===== src/rtl/rv32i_fetch_ctrl_pkg.sv =====
// Shared types and constants for the RV32I fetch front end.
// Word width, NOP encoding, default reset PC and the fetch FSM states.
package rv32i_fetch_ctrl_pkg;

  localparam int RV32I_INSTRUCTION_WIDTH = 32;

  typedef logic [RV32I_INSTRUCTION_WIDTH-1:0] word_t;

  localparam word_t RV32I_NOP      = 32'h0000_0013;
  localparam word_t RV32I_RESET_PC = 32'h0040_0000;

  typedef enum logic [2:0] {
    REQ,
    WAIT,
    HOLD,
    DROP,
    HALTED
  } fetch_state_t;

  function automatic logic is_aligned(input word_t a);
    return a[1:0] == 2'b00;
  endfunction

endpackage


===== src/rtl/rv32i_fetch_ctrl_pc.sv =====
// Fetch PC register: reset, sequential +4 and redirect load.
// Also reports whether the redirect target is word aligned.
module rv32i_fetch_ctrl_pc
  import rv32i_fetch_ctrl_pkg::*;
#(
  parameter word_t RESET_PC = RV32I_RESET_PC
) (
  input  logic        clk,
  input  logic        rst,
  input  logic        ld,
  input  logic [31:0] ld_pc,
  input  logic        inc,
  output logic [31:0] pc,
  output logic        ld_ok
);

  assign ld_ok = is_aligned(ld_pc);

  always_ff @(posedge clk) begin
    if (rst) begin
      pc <= RESET_PC;
    end else if (ld) begin
      pc <= ld_pc;
    end else if (inc) begin
      pc <= pc + 32'd4;
    end
  end

endmodule


===== src/rtl/rv32i_fetch_ctrl.sv =====
// RV32I fetch sequencer: one outstanding imem request, holds the
// fetched word for decode, handles redirect, halt and target faults.
module rv32i_fetch_ctrl
  import rv32i_fetch_ctrl_pkg::*;
#(
  parameter word_t RESET_PC = RV32I_RESET_PC,
  parameter word_t NOP_WORD = RV32I_NOP
) (
  input  logic        clk,
  input  logic        rst,
  output logic        imem_req_valid,
  output logic [31:0] imem_req_addr,
  input  logic        imem_req_ready,
  input  logic        imem_rsp_valid,
  input  logic [31:0] imem_rsp_data,
  output logic        dec_valid,
  output logic [31:0] dec_raw_bits,
  output logic [31:0] dec_pc,
  input  logic        dec_ready,
  input  logic        redirect_valid,
  input  logic [31:0] redirect_pc,
  input  logic        halt_req,
  output logic        halted,
  output logic        fetch_fault
);

  fetch_state_t state, state_n;
  logic         pend, pend_n;
  logic         dv, dv_n;
  word_t        raw, raw_n;
  word_t        dpc, dpc_n;
  logic         hlt, hlt_n;
  logic         flt, flt_n;

  word_t pc;
  logic  ok;
  logic  pc_ld;
  logic  pc_inc;
  logic  redir;
  logic  accept;
  logic  busy;

  rv32i_fetch_ctrl_pc #(
    .RESET_PC(RESET_PC)
  ) u_pc (
    .clk  (clk),
    .rst  (rst),
    .ld   (pc_ld),
    .ld_pc(redirect_pc),
    .inc  (pc_inc),
    .pc   (pc),
    .ld_ok(ok)
  );

  // A fault freezes the front end; only rst can restart it.
  assign redir  = redirect_valid && !flt;
  assign accept = (state == REQ) && imem_req_ready;
  assign busy   = accept
               || ((state == WAIT || state == DROP)
                   && !imem_rsp_valid);

  assign imem_req_valid = (state == REQ) && !rst;
  assign imem_req_addr  = pc;
  assign dec_valid      = dv;
  assign dec_raw_bits   = raw;
  assign dec_pc         = dpc;
  assign halted         = hlt;
  assign fetch_fault    = flt;

  always_comb begin
    state_n = state;
    pend_n  = pend;
    dv_n    = dv;
    raw_n   = raw;
    dpc_n   = dpc;
    hlt_n   = hlt;
    flt_n   = flt;
    pc_ld   = 1'b0;
    pc_inc  = 1'b0;
    if (redir) begin
      dv_n   = 1'b0;
      raw_n  = NOP_WORD;
      pend_n = 1'b0;
      if (ok) begin
        pc_ld   = 1'b1;
        hlt_n   = 1'b0;
        state_n = busy ? DROP : REQ;
      end else begin
        flt_n   = 1'b1;
        hlt_n   = 1'b1;
        pend_n  = busy;
        state_n = busy ? DROP : HALTED;
      end
    end else if (halt_req && state != HALTED) begin
      dv_n    = 1'b0;
      raw_n   = NOP_WORD;
      hlt_n   = 1'b1;
      pend_n  = busy;
      state_n = busy ? DROP : HALTED;
    end else begin
      unique case (state)
        REQ: begin
          if (imem_req_ready) state_n = WAIT;
        end
        WAIT: begin
          if (imem_rsp_valid) begin
            dv_n    = 1'b1;
            raw_n   = imem_rsp_data;
            dpc_n   = pc;
            state_n = HOLD;
          end
        end
        HOLD: begin
          if (dec_ready) begin
            pc_inc  = 1'b1;
            dv_n    = 1'b0;
            raw_n   = NOP_WORD;
            state_n = REQ;
          end
        end
        DROP: begin
          // pend routes a halt or fault through here first.
          if (imem_rsp_valid) begin
            pend_n  = 1'b0;
            state_n = pend ? HALTED : REQ;
          end
        end
        HALTED: begin
          state_n = HALTED;
        end
        default: begin
          state_n = REQ;
        end
      endcase
    end
  end

  always_ff @(posedge clk) begin
    if (rst) begin
      state <= REQ;
      pend  <= 1'b0;
      dv    <= 1'b0;
      raw   <= NOP_WORD;
      dpc   <= RESET_PC;
      hlt   <= 1'b0;
      flt   <= 1'b0;
    end else begin
      state <= state_n;
      pend  <= pend_n;
      dv    <= dv_n;
      raw   <= raw_n;
      dpc   <= dpc_n;
      hlt   <= hlt_n;
      flt   <= flt_n;
    end
  end

endmodule


===== config.mk =====
export PLATFORM = sky130hd
export DESIGN_NAME = rv32i_fetch_ctrl
export DESIGN_NICKNAME = d
export VERILOG_FILES = /design/src/rtl/rv32i_fetch_ctrl_pkg.sv /design/src/rtl/rv32i_fetch_ctrl_pc.sv /design/src/rtl/rv32i_fetch_ctrl.sv
export SDC_FILE = /design/constraint.sdc
export NUM_CORES = 1
export LEC_CHECK = 0
export CORE_ASPECT_RATIO = 1.75
export CORE_MARGIN = 3
export CORE_UTILIZATION = 47
export CTS_CLUSTER_SIZE = 28
export DETAILED_ROUTE_END_ITERATION = 12
export PLACE_DENSITY_LB_ADDON = 0.1
export SYNTH_ARGS = -nofsm -noshare
export SYNTH_HDL_FRONTEND = slang
export SYNTH_SLANG_ARGS = --single-unit

===== constraint.sdc =====
create_clock -name clk -period 3 [get_ports clk]
set_input_delay 0.6 -clock clk [delete_from_list [all_inputs] [get_ports clk]]
set_output_delay 0.6 -clock clk [all_outputs]
set_load 0.02 [all_outputs]

* Word level (Yosys, flattened, before mapping) *
Cells that the tools add are included.

storage, ports and cells
  register bits after elaboration = 103
  input port bits = 71
  output and inout bits = 100
  logic and storage cells = 79

operators by class
  $add $sub $neg = 1
  equal/unequal tests = 11
  muxes and demuxes = 33
  bitwise logic cells = 3
  reductions and logical operators = 23

operators with widths
  operator               count
  $mux 32                4
  $pmux 32 s2            1
  $add 32x3->32 const B  1
  $mux 3                 9
  $mux 1                 16
  $pmux 3 s5             1
  $ne 4x3->1 const B     3
  $reduce_and 4->1       2
  $eq 3x2->1 const B     2
  $reduce_bool 2->1      3
  $reduce_bool 3->1      2
  $logic_and 1x1->1      5
  $ne 2x2->1 const B     2
  $ne 4x4->1 const B     1
  $reduce_and 2->1       2
  $eq 3x1->1 const B     1
  $eq 3x3->1 const B     1
  $logic_not 1->1        3
  $logic_not 3->1        1
  $ne 3x3->1 const B     1
  $not 1->1              3
  $reduce_and 3->1       1
  $reduce_or 3->1        1
  $logic_not 2->1        1
  3 further kinds        4

* Longest topological paths before layout *
  depth after elaboration = 7
  depth in mapped cells = 8
  mapped depth without buffers = 6

* Modules after synthesis *
From an unflattened synthesis, not the netlist that was laid out.

second synthesis, totals
  cell total of the unflattened synthesis = 495
  area total of the unflattened synthesis = 4501.8 um^2

by module, submodules not included
  module               instances  cells an instance  area each (um^2)  seq. area each (um^2)
  rv32i_fetch_ctrl     1          270                2642.5            1421.4
  rv32i_fetch_ctrl_pc  1          225                1859.3            640.6

* Least setup slack after synthesis *
No wires, ideal clock.

  path type = input to output
  from = input rst
  to = output imem_req_valid
  data arrival time = 1.585 ns
  required time = 2.400 ns
  setup slack = 0.815 ns
  cell stages on the path = 3
  path buffers = 2
  cells stage by stage = clkbuf_1 -> clkbuf_1 -> nor4_1

between the ends
  word-level cells in the longest chain between the ends = 2

RTL lines
  what                line                    text
  start: declaration  rv32i_fetch_ctrl.sv:10  input logic rst,
  $logic_not 1->1     rv32i_fetch_ctrl.sv:62  assign imem_req_valid = (state == REQ) && !rst;
  $logic_and 1x1->1   rv32i_fetch_ctrl.sv:62
  end: declaration    rv32i_fetch_ctrl.sv:11  output logic imem_req_valid,

Every way passes these cells.

* Worst setup path in the final report *
  from = input dec_ready
  to = register u_pc.pc[25]

between the ends
  word-level cells in the longest chain between the ends = 5

RTL lines
  what                                line                       text
  start: declaration                  rv32i_fetch_ctrl.sv:19     input logic dec_ready,
  $mux 1                              rv32i_fetch_ctrl.sv:114    if (dec_ready) begin
  $mux 1                              rv32i_fetch_ctrl.sv:101    unique case (state)
  $mux 1                              rv32i_fetch_ctrl.sv:94     end else if (halt_req && state != HALTED) begin
  $mux 1                              rv32i_fetch_ctrl.sv:80     if (redir) begin
  $reduce_bool 2->1 (no source line)  --
  end signal: assignment              rv32i_fetch_ctrl_pc.sv:23  pc <= ld_pc;
  end signal: assignment              rv32i_fetch_ctrl_pc.sv:25  pc <= pc + 32'd4;
  end: declaration                    rv32i_fetch_ctrl_pc.sv:13  output logic [31:0] pc,

Every way passes these cells.
A chain may end at the register's enable or synchronous reset.

==> key figures <==
Outcome
  – Status: finished, final reports clean

Drt
  – Routed Antenna Nets: 0
  – First drt pass iteration count: 4
  – Routed len/inst: 15.5 µm
  – DRC: 0
  – Drt total wl: between 10000 and 15000 µm
  – Total number of vias: 4458
  – DR vias/cell: 5.38
  – Starting DRT DRC Count: 172

Floorplanning
  – Site Rows: 46
  – Initial Utilization: between 40% and 50%
  – Die height: 134 µm
  – Die Area: 10600 µm²
  – Die Wd: 79.1 µm
  – Core area: roughly 9100 µm²
  – Top Ports: 171

Place
  – Placer Congestion: 0.888
  – Port bufs: 170
  – Post-DP HPWL: about 9400 µm

Clock tree
  – Root buffer cell: clkbuf_16
  – CTS clock-pin slew for the worst setup and hold paths: 0.07 ns
  – Num CTS Buffers: 9
  – Clk_lat worst skew: 0.34 ns
  – Post-CTS Setup Repair Bufs: 0
  – Hold Buf Count CTS: 0
  – CTS Sinks: approximately 100
  – Resized cells post-CTS: 0
  – CTS H-tree depth: 3
  – CTS Buffer Depth: 2
  – CTS tree: yes

Layout
  – Nets: 777
  – Ant diodes: 0
  – Area grow syn2layout: 47.6%
  – Layout cells sized above 1: roughly 5.2%

Timing
  – Slew Limit Fails: 0
  – RSZ-0062 raised after global routing: false
  – Final Setup Violations: 0
  – Slew HR: roughly 53%
  – Max Freq: 421 MHz
  – Fin crit period: about 2.4 ns
  – Tightest Pin Transition: about 0.71 ns
  – Final Hold Vio Count: 0
  – Setup TNS: 0 ns
  – Crit share post-route: 79.1%
  – Clock Skew: 0.00771 ns

Yosys
  – Synth Instances: 549
  – YS warnings: 0
  – Sequential area share after synthesis: 46.9%
  – Synthesized area per cell: 8.00 µm²
  – Synthesized area: 4390 µm²
  – Yosys reg bits: 103
  – Netlist cell types: 40
  – Syn nets: 621

Global routing
  – Largest net degree at the start of global routing: 71
  – First-pass GRT wire length: around 21000 µm
  – Initial antenna violation count: 0
  – Grt ovf: 0
  – All-Layer GR Usage: 24.5%
  – Number of global-route vias before repair: 4307

Worst setup path
  – CP endpoint kind: flop
  – Max incr delay on CP: 0.55 ns
  – CP cell instances: clkdlybuf4s50_1, nand4bb_2, nor4_4, nand3_1, or3_1, a311oi_1
  – R2r startpoint: u_pc.pc[6]$_SDFFE_PP0P_
  – CP Launch Type: input pin
  – Crit path max fanout: 6
  – Slowest cell on the critical path: clkdlybuf4s50_1
  – R2R Setup Slk: 0.79 ns
  – Crit Reg-Reg Endpoint: u_pc.pc[25]$_SDFFE_PP0P_
  – R2R cell count: 5
  – Worst EP arrival: roughly 2.6 ns
  – Worst Path Required: roughly 3.2 ns
  – WS Path Type: in2reg

Power
  – VDD IR max: roughly 0.00036 V
  – Total Power: slightly below 3000 µW
  – Pwr Density: 456 nW/µm²
  – Pleak: 0.00216 µW

Worst hold path
  – Min-delay worst type: reg2reg
  – Hold depth: 2
  – Critical hold path startpoint: dec_pc[14]$_SDFFE_PP0P_
  – Hold Path End: dec_pc[14]$_SDFFE_PP0P_

Flow run
  – Max-Cap Viols: 0
[power breakdown]
| part | leakage (µW) | total (µW) | internal [µW] | switching, µW |
|---|---|---|---|---|
| registers | 0.000834 | 1450 | 1400 | 50.9 |
| clock network | 0.000135 | 1130 | 640 | 487 |
| logic | 0.00119 | 378 | 190 | 188 |
| total | 0.00216 | 2960 | 2230 | 726 |
[flip-flops by register name, summed over array words and instances (netlist names)]
name	cells
dec_pc	32
fetch_fault	1
state	3
dec_raw_bits	32
dec_valid	1
pend	1
u_pc.pc	32
halted	1
[logic make-up (layout without fill, tap and decap cells)]
kind of cell    count (synthesis)  after routing  synth area share (%)
fa+ha+maj                       1              1                 0.285
flops                         103            103                  46.9
compound gates                110            110                  14.6
xor+xnor                       27             27                  5.38
mux                             1              1                 0.228
simple gates                  259            259                  28.0
buf+inv                        48            208                  4.56
[placed cells by master (no fill, tap or decap), drive strengths merged, types with 11 or more instances in the layout]
master and n:
a21oi 68, clkbuf 11, xor2 20, nand3 43, nor2 47, nor3 14
buf 15, clkdlybuf4s50 169, nand4 14, dfxtp 103, a211oi 32, nand2 109
[per-stage QoR]
step | cells | hold WS [ns] | util [%] | setup slack (ns) | cell area, µm²
floorplan | 549 | 0.470 | - | 0.815 | 4390
global placement | 814 | 0.441 | 68.2 | 0.421 | 6200
detailed placement | 814 | 0.446 | 68.2 | 0.277 | 6200
CTS | 829 | 0.455 | 71.3 | 0.613 | 6480
global route | 829 | 0.476 | 71.3 | 0.432 | 6480
finish | 829 | 0.453 | 71.3 | 0.626 | 6480
[worst max path at each step]
stage               from                       end  slack (ns)  depth (start not counted)
6_report       dec_ready  u_pc.pc[25]$_SDFFE_PP0P_        0.63                          6
5_1_grt        dec_ready  u_pc.pc[25]$_SDFFE_PP0P_        0.43                          6
4_1_cts        dec_ready  u_pc.pc[25]$_SDFFE_PP0P_        0.61                          6
3_5_place_dp   dec_ready  u_pc.pc[25]$_SDFFE_PP0P_        0.28                          6
3_3_place_gp   dec_ready  u_pc.pc[31]$_SDFFE_PP0P_        0.42                          6
2_1_floorplan        rst            imem_req_valid        0.81                          3
[routing by layer]
layer | GRT usage [%] | vias to the layer above | wire length [µm]
li1 | - | 2203 | -
met1 | 27.7 | 2092 | 4850
met2 | 43.3 | 142 | 6880
met3 | 7.66 | 21 | 867
met4 | 8.03 | 0 | 227
met5 | 0 | - | 0
[worst max-delay path, delay by kind of cell]
| family | cells | cell delay, ns |
|---|---|---|
| and+or+nand+nor | 4 | 1.15 |
| AOI/OAI and AO/OA | 1 | 0.31 |
| buffers and inverters | 1 | 0.55 |
[layout make-up]
cell class / instances / area, µm²
clock buffer: 11 / 233
clock inverter: 4 / 47.5
fill: 779 / 2610
inverter: 9 / 33.8
multi-input combinational: 398 / 2140
sequential: 103 / 2060
tap: 120 / 150
timing repair buffer: 184 / 1810
[cells in the mapped netlist]
library cell	instances	share of area, %
nand2_1	109	9.3
dfxtp_1	103	47
a21oi_1	68	7.7
nor2_1	47	4.0
nand3_1	43	4.9
a211oi_1	32	5.5
clkbuf_1	30	2.6
xor2_1	20	4.0
nand4_1	14	2.0
nor3_1	13	1.5
inv_1	9	0.77
xnor2_1	7	1.4
and3_1	5	0.71
buf_2	4	0.46
nor4_1	4	0.57
and2_1	3	0.43
nor2b_1	3	0.43
nor4_2	3	0.85
o21ai_0	3	0.34
o21ai_1	3	0.34
and4_1	2	0.40
buf_1	2	0.17
buf_4	2	0.34
nand2b_1	2	0.28
nor3b_1	2	0.34
nor4_4	2	0.97
a311oi_1	1	0.20
a31oi_1	1	0.14
and3b_1	1	0.20
buf_6	1	0.26
ha_1	1	0.28
mux2i_1	1	0.23
nand3b_1	1	0.17
nand4bb_1	1	0.26
nor3_2	1	0.23
o211ai_1	1	0.17
o21bai_1	1	0.17
or2_1	1	0.14
or3_1	1	0.14
or3b_1	1	0.20
(Power assumes the default switching activity.)
